`src/rtl/fft_group_jump.sv`:
```
// fft_group_jump: butterfly half-group end detector for the radix-2 FFT
// address generator. Flags that prev_addr is the last element of a half-group
// at the given stage, so the generator skips the partner half.
// Optional build macro: GROUP_JUMP_COMB_EN -- when defined, jump/valid_out are
// purely combinational (zero latency) and clk/rst_n are unused.
// Default build registers both outputs with one cycle of latency.
module fft_group_jump #(
    parameter int ADDR_WIDTH = 13,
    parameter int STAGE_W    = $clog2(ADDR_WIDTH)
) (
    input  logic                  clk,
    input  logic                  rst_n,
    input  logic                  valid_in,
    input  logic [ADDR_WIDTH-1:0] prev_addr,
    input  logic [STAGE_W-1:0]    stage,
    output logic                  jump,
    output logic                  valid_out
);

    // jump_array[k] is set when the low k address bits are all ones.
    logic [ADDR_WIDTH-1:0] jump_array;
    logic                  jump_next;
    logic [31:0]           stage_ext;

    // Build the prefix-AND chain and select the entry for the current stage;
    // stages at or beyond ADDR_WIDTH never match and leave jump_next at 0.
    always_comb begin
        jump_array    = '0;
        jump_array[0] = 1'b1;
        for (int k = 1; k < ADDR_WIDTH; k++) begin
            jump_array[k] = jump_array[k-1] & prev_addr[k-1];
        end
        stage_ext = 32'(stage);
        jump_next = 1'b0;
        for (int k = 0; k < ADDR_WIDTH; k++) begin
            if (stage_ext == 32'(k)) begin
                jump_next = jump_array[k];
            end
        end
    end

`ifdef GROUP_JUMP_COMB_EN

    // Zero-latency path straight to the outputs.
    always_comb begin
        jump      = jump_next;
        valid_out = valid_in;
    end

`else

    logic jump_d;
    logic jump_q;
    logic valid_d;
    logic valid_q;

    // Next values: a new input is taken every cycle, no back-pressure.
    always_comb begin
        jump_d  = jump_next;
        valid_d = valid_in;
    end

    // Output registers; reset clears any in-flight result.
    always_ff @(posedge clk or negedge rst_n) begin
        if (!rst_n) begin
            jump_q  <= 1'b0;
            valid_q <= 1'b0;
        end else begin
            jump_q  <= jump_d;
            valid_q <= valid_d;
        end
    end

    // Drive ports from the registers.
    always_comb begin
        jump      = jump_q;
        valid_out = valid_q;
    end

`endif

endmodule

```
`config.mk`:
```
export PLATFORM = sky130hd
export DESIGN_NAME = fft_group_jump
export DESIGN_NICKNAME = d
export VERILOG_FILES = /design/src/rtl/fft_group_jump.sv
export SDC_FILE = /design/constraint.sdc
export NUM_CORES = 1
export LEC_CHECK = 0
export ABC_CLOCK_PERIOD_IN_PS = 800
export CORE_AREA = 2 2 39 41
export DETAILED_ROUTE_END_ITERATION = 10
export DIE_AREA = 0 0 41 43
export GPL_TIMING_DRIVEN = 1
export PLACE_DENSITY = 0.47
export SYNTH_ARGS = -nofsm -noshare
export SYNTH_HDL_FRONTEND = slang
export SYNTH_SLANG_ARGS = --single-unit
```
`constraint.sdc`:
```
create_clock -name clk -period 0.8 [get_ports clk]
set_input_delay 0.16 -clock clk [delete_from_list [all_inputs] [get_ports clk]]
set_output_delay 0.16 -clock clk [all_outputs]
set_load 0.03 [all_outputs]
```
After elaboration in Yosys (flattened, before gate mapping)
Cells that the tools add are included.
{"block": "classes", "muxes": 13, "bitwise": 11, "n_eq_ne": 12, "n_reduce_logical": 1}
{"cell": "4-bit equality test (second input constant)", "count": 5}
{"cell": "4-bit by 3-bit equality test with 1-bit output (second input constant)", "count": 4}
{"cell": "1-bit two-way mux", "count": 13}
{"cell": "1-bit AND", "count": 11}
{"cell": "4-bit by 2-bit equality test with 1-bit output (second input constant)", "count": 2}
{"cell": "4-bit by 1-bit equality test with 1-bit output (second input constant)", "count": 1}
{"cell": "4-bit zero test", "count": 1}
{"block": "word_totals", "reg_bits": 2, "word_cells": 39, "inputBits": 20}

Depth between registers and ports, before layout
Gate-level depths: netlist (run 1).
{"block": "depth", "word_depth": 14, "depth_mapped": 5}

Worst setup path before layout (run 1)
No wires, ideal clock.
{"block": "synth_timing", "path_kind": "in2reg", "start": "input port prev_addr[2]", "end": "register jump_q (netlist: jump)", "path_stages": 5, "required_time_ns": 0.726, "setup_slack_ns": -0.101, "setup_ns": 0.074, "arrival_ns": 0.827, "path_cell_list": "nand4_1 o31ai_1 nand3_1 a22o_1 o21ai_2"}
{"block": "synth_via", "elab_chain_len": 11, "word_cells_on_any_way": 20, "classes_between": "10 x mux; 10 x bitwise"}
{"element": "start, declared", "line": "14", "source": "input logic [ADDR_WIDTH-1:0] prev_addr,"}
{"element": "1-bit AND (*)", "line": "31", "source": "jump_array[k] = jump_array[k-1] & prev_addr[k-1];"}
{"element": "1-bit two-way mux or 1-bit AND (tied branches) (9 in series)", "line": "36, 31"}
{"element": "1-bit two-way mux (*)", "line": "36", "source": "if (stage_ext == 32'(k)) begin"}
{"element": "net jump_d", "line": "52", "source": "logic jump_d;"}
{"element": "end signal, assigned", "line": "69", "source": "jump_q <= jump_d;"}
{"element": "end, declared", "line": "53", "source": "logic jump_q;"}
The timed path passes the listed nets; every way through them passes the cells marked *.

Worst setup path in the final report (run 1)
{"block": "layout_timing", "start": "register valid_q (netlist: valid_out)", "end": "output port valid_out"}
{"element": "start, declared", "line": "55", "source": "logic valid_q;"}
{"element": "start signal, assigned", "line": "70", "source": "valid_q <= valid_d;"}
{"element": "end, declared", "line": "17", "source": "output logic valid_out"}
No word-level cell between the ends.

==> key figures, run 1 <==
Power and ir drop
  – Power Density: a little over 1000 mW/mm2
  – Peak VDD IR: ~240 uV
  – Pleak: between 0.2 and 0.25 nW

Final layout
  – Nets@finish: 82
  – P&R area growth vs syn: 134%
  – # diodes: 0
  – Fin area: just over 500 um2
  – Share of layout cells above drive strength 1: 0.433
  – Post-Layout Cell Count: 76

Placement
  – Final RePlAce weighted congestion: 0.731
  – Dpl cell area: ~480 um2
  – HPWL Detailed: 601 um
  – Post-Place Cells: 73
  – I/O Buffers: 20

Clock tree
  – Post-CTS Hold Fix Bufs: 0
  – TritonCTS clock tree: done
  – CTS Root Cell: clkbuf_4
  – Longest Clk Path Bufs: 2
  – CTS Buf Count: 3
  – TritonCTS Sinks: 2
  – Post-CTS Repair Setup Buffers: 0
  – Htree depth: 1
  – Clock transition at the registers of the reported paths: 30 ps

Setup path
  – CP Capture Type: output pin
  – CP max stage delay: 360 ps
  – WP buf/inv: 1
  – Stages on worst setup path: 1
  – Worst Setup EP: valid_out
  – Critical Path AT: between 700 and 800 ps
  – Critical path class: reg -> out
  – Slowest-stage cell, CP: dfrtp_1
  – Crit start category: flip-flop
  – Crit-path max FO: 1
  – Crit path max-delay family: flip-flops
  – Setup crit start: valid_out
  – Crit path required time: roughly 640 ps
  – Critical-path cell list: buf_6

Global route
  – Overflow after GRT: 0
  – First-pass GRT wire length: around 1.1 mm
  – Vias in the first global route: about 320
  – Gr usage total: 0.0940
  – Largest net degree at the start of global routing: 8
  – Initial antenna violation count: 0

Synthesis
  – Synth cell count leaders: 4 x nand2_1, 3 x a21oi_1, 3 x nand3_1, 3 x nor2_1
  – Post-synthesis sequential area ratio: 0.230
  – Post-synthesis cell type count: 18
  – Synth warn: 0
  – Post-synth ARST share: 1.00
  – Primary FF master, synth: dfrtp_1
  – Average size of a mapped cell: 7.02 um2
  – Synth Cell Area: between 200 and 250 um2
  – Yosys top cell area share: 0.230
  – Most frequent cell after synthesis: nand2_1
  – Post-synth EDFFs: 0
  – Syn Nets: 51
  – Area leader, netlist: dfrtp_1
  – Synth Register Bits: 2
  – Synth area leaders: dfrtp_1 23%, a21oi_1 6.9%, nand3_1 6.9%
  – Cells after Synth: 31

Floorplan
  – Vert. Die Dim: around 43 um
  – Starting Density: 0.157
  – Die Area: approximately 0.0018 mm2
  – Boundary pin count: 22
  – FP Rows: 14
  – Core area: approximately 0.0014 mm2
  – Die X-Extent: 41 um

Timing
  – Tmin final: ~880 ps
  – Hold Fails Final Rpt: 0
  – Setup TNS: -172 ps
  – Worst setup margin: -79.0 ps
  – F_max: 1140 MHz
  – Relative slew slack: 0.865
  – Least-Margin Pin Slew: roughly 200 ps
  – # setup viols final: 3
  – Tcrit/Tclk final: 1.10
  – Fin. max-slew vios: 0
  – Unrepaired setup endpoints after global routing: true

Drt
  – Routed Wire Length: 730 um
  – Vias per std cell: about 4.4
  – DR iter-0 viols: 7
  – Drc violations: 0
  – Router iterations before antenna repair: 4
  – DR vias: 337
  – Drt wl/cell: approximately 9.6 um
  – Routed Antenna Nets: 0

Job
  – Max-cap violation count: 0

Status
  – Status: complete, but fails checks
  – Failing checks: setup timing

Hold path
  – Min-delay worst type: in -> async
## how the worst min path moves through the flow
stage	from	to	slack, ps	cells after the start
final	rst_n	valid_out	110	1
after global routing	rst_n	valid_out	110	1
after CTS	rst_n	valid_out	100	1
after detailed placement	rst_n	jump	340	1
after global placement	rst_n	jump	340	1
after floorplan	rst_n	jump	-140	0
## metal layers
| layer | track usage | wire [um] |
|---|---|---|
| met2 | 0.150 | 385 |
| met5 | 0 | 0 |
| met1 | 0.105 | 297 |
| met4 | 0.0600 | 0 |
| met3 | 0.0209 | 47 |
## power by group
group          internal, mW  switching (mW)  leakage (nW)
logic                 0.118          0.0788         0.197
clock network         0.165          0.0484        0.0138
registers             0.108         0.00260        0.0250
total                 0.390           0.130         0.236
## cells in the final DEF (no fill, tap or decap), drive strengths merged, types with 2 or more instances in the layout
cell type and n:
a21oi 3, buf 17, clkbuf 3, clkdlybuf4s50 3
dfrtp 2, dlygate4sd2 6, inv 2, nand2 4
nand3 3, nor2 3, nor2b 2, o21ai 3
## state kept, by name (all words and copies together) (netlist names)
signal	cells
valid_out	1
jump	1
## timing repair
action / in CTS / in global routing
pin swaps: 11 / 0
endpoints found under the setup margin: 3 / 3
gates cloned: 0 / 0
resized for setup: 49 / 3
## layout make-up
cell class                      count  area (um2)
Inverter                            2        7.51
Timing Repair Buffer               26         226
Sequential cell                     2        50.0
Multi-Input combinational cell     27         184
Fill cell                         157         873
Clock buffer                        3        22.5
Tap cell                           16        20.0
## kinds of logic (layout without fill, tap and decap cells)
kind of cell,count (synthesis),in the layout,share of synthesized area
buffers and inverters,2,31,0.0345
and+or+nand+nor,16,16,0.397
AOI/OAI and AO/OA,11,11,0.339
DFF,2,2,0.230
## through the flow
stage	total power [mW]	util	hold WS (ps)	worst slack, ps
floorplan	0.166	-	-136	-101
global placement	0.311	0.345	335	-712
detailed placement	0.310	0.345	340	-716
CTS	0.528	0.357	105	-92.5
global route	0.549	0.369	113	-109
finish	0.520	0.369	111	-79.0
Power figures use the tool's default switching activity.
==> inputs of run 2 (changes only) <==
--- a/config.mk
+++ b/config.mk
@@ -14,3 +14,4 @@
 export SYNTH_ARGS = -nofsm -noshare
 export SYNTH_HDL_FRONTEND = slang
 export SYNTH_SLANG_ARGS = --single-unit
+export TNS_END_PERCENT = 1
==> run 2 against run 1 <==
  * Sequential cell count is the same
  * Non-clock buffer count did not move
  * Cell area decreased by 3.2%
  * Fmax hardly changed
  * Largest cell class unchanged
  * Final cell count unchanged
  * Critical path depth unchanged
  * Global-route usage did not move
  * The flow still finishes with violations (setup timing)
  * Wire length fell by 3.3%
  * Utilization down 1.2 points
  * Worst hold slack got worse by 1.8 ps
  * Combinational power down 5%
  * Worst setup slack worse by 0.69 ps
==> key figures, run 2 (synthesized netlist as in run 1, its figures left out) <==
Status
  – Status: complete, but fails checks
  – Failing checks: setup timing

Timing
  – Worst setup margin: -79.7 ps (-0.691 ps)
  – Fin. max-slew vios: 0 (unchanged)
  – Tmin final: 880 ps (+0.691 ps)
  – Relative slew slack: 0.864 (about the same)
  – # setup viols final: 3 (unchanged)
  – Setup TNS: -174 ps (-2.17 ps)
  – Tcrit/Tclk final: 1.10 (about the same)
  – WHS: 109 ps (-1.81 ps)
  – F_max: 1140 MHz (about the same)
  – Unrepaired setup endpoints after global routing: true
  – Least-Margin Pin Slew: 202 ps (+0.697 ps)
  – Hold Fails Final Rpt: 0 (unchanged)

Floorplan
  – Boundary pin count: 22 (unchanged)
  – Vert. Die Dim: 43 um (unchanged)
  – FP Rows: 14 (unchanged)
  – Core area: 0.00138 mm2 (unchanged)
  – Die Area: 0.00176 mm2 (unchanged)
  – Die X-Extent: 41 um (unchanged)
  – Starting Density: 0.157 (unchanged)

Power and ir drop
  – Tot Pwr: 0.512 mW (-1.5%)
  – Pleak: 0.231 nW (-2.0%)
  – Power Density: 1040 mW/mm2 (+1.7%)
  – Peak VDD IR: 239 uV (-0.14%)

Drt
  – Met3 wire len: 46 um (-2.1%)
  – M1 WL: 291 um (-2.0%)
  – Routed Antenna Nets: 0 (unchanged)
  – DR iter-0 viols: 5 (-2)
  – Routed Wire Length: 706 um (-3.3%)
  – Top Metal Used: met3
  – Drc violations: 0 (unchanged)
  – WL met2: 368 um (-4.4%)
  – Router iterations before antenna repair: 2 (-2)
  – DR vias: 339 (+0.59%)
  – Drt wl/cell: 9.29 um (-3.3%)
  – Vias per std cell: 4.46 (+0.59%)

Clock tree
  – Clock transition at the registers of the reported paths: 30 ps (about the same)
  – TritonCTS clock tree: done
  – Post-CTS Repair Setup Buffers: 0 (unchanged)
  – Htree depth: 1 (unchanged)
  – Longest Clk Path Bufs: 2 (unchanged)
  – CTS Root Cell: clkbuf_4
  – CTS Buf Count: 3 (unchanged)
  – TritonCTS Sinks: 2 (unchanged)

Setup path
  – WP buf/inv: 1 (unchanged)
  – Critical Path AT: 720 ps (about the same)
  – Slowest-stage cell, CP: dfrtp_1
  – Critical path class: reg -> out
  – CP Capture Type: output pin
  – CP max stage delay: 360 ps (about the same)
  – Critical-path cell list: buf_6
  – Stages on worst setup path: 1 (unchanged)
  – Crit path max-delay family: flip-flops
  – Crit-path max FO: 1 (unchanged)
  – Crit path required time: 640 ps (about the same)
  – Setup crit start: valid_out
  – Crit start category: flip-flop

Final layout
  – Nets@finish: 82 (unchanged)
  – P&R area growth vs syn: 127%
  – Post-Layout Cell Count: 76 (unchanged)
  – Fin area: 494 um2 (-3.2%)
  – # diodes: 0 (unchanged)
  – Most frequent cells in the layout: 6 x dlygate4sd2_1, 6 x buf_2, 6 x buf_4
  – Share of layout cells above drive strength 1: 0.417 (-0.0167)
  – # fillers: 158 (+0.64%)
  – Final Util: 0.357 (-0.0118)

Placement
  – HPWL Detailed: 601 um (unchanged)
  – I/O Buffers: 20 (unchanged)
  – Setup WS pre-CTS: -716 ps (unchanged)
  – Dpl cell area: 478 um2 (unchanged)
  – Final RePlAce weighted congestion: 0.731 (unchanged)
  – Post-Place Cells: 73 (unchanged)

Global route
  – Largest net degree at the start of global routing: 8 (unchanged)
  – First-pass GRT wire length: 1.15 mm (unchanged)
  – Overflow after GRT: 0 (unchanged)
  – Gr usage total: 0.0940 (unchanged)
  – Vias in the first global route: 316 (unchanged)
  – Initial antenna violation count: 0 (unchanged)

Hold path
  – Min-delay worst type: in -> async

Job
  – Max-cap violation count: 0 (unchanged)
## run 2: cell counts in the layout (fill, tap and decap cells not counted)
Identical to the previous run, type by type.
## run 2: how the worst max path moves through the flow
| stage | end | slack [ps] |
|---|---|---|
| 2_1_floorplan | jump | -100 |
| 3_3_place_gp | jump | -710 |
| 3_5_place_dp | jump | -720 |
| 4_1_cts | valid_out | -90 |
| 5_1_grt | valid_out | -110 |
| 6_report | valid_out | -80 |
## run 2: cell type report
| cell class | count | area [um2] | area share |
|---|---|---|---|
| Multi-Input combinational cell | 27 | 180 | 0.365 |
| Timing Repair Buffer | 26 | 214 | 0.433 |
| Tap cell | 16 | 20.0 | 0.0405 |
| Clock buffer | 3 | 22.5 | 0.0456 |
| Inverter | 2 | 7.51 | 0.0152 |
| Sequential cell | 2 | 50.0 | 0.101 |
## run 2: routing by layer
layer | track usage | vias to the layer above
met4 | 0.0600 | 0
met1 | 0.105 | 155
met2 | 0.150 | 9
met5 | 0 | -
li1 | - | 175
met3 | 0.0209 | 0
## run 2: where the power goes
part	leakage [nW]	switching [mW]	internal (mW)
registers	0.0250	0.00261	0.108
logic	0.193	0.0769	0.111
clock network	0.0138	0.0492	0.165
total	0.231	0.129	0.384
## run 2: what timing repair did
action                                  4_1_cts  5_1_grt
endpoints found under the setup margin        3        3
pin swaps                                    11        0
gates cloned                                  0        0
gates resized for setup                      49        0
hold buffers                                  0        0
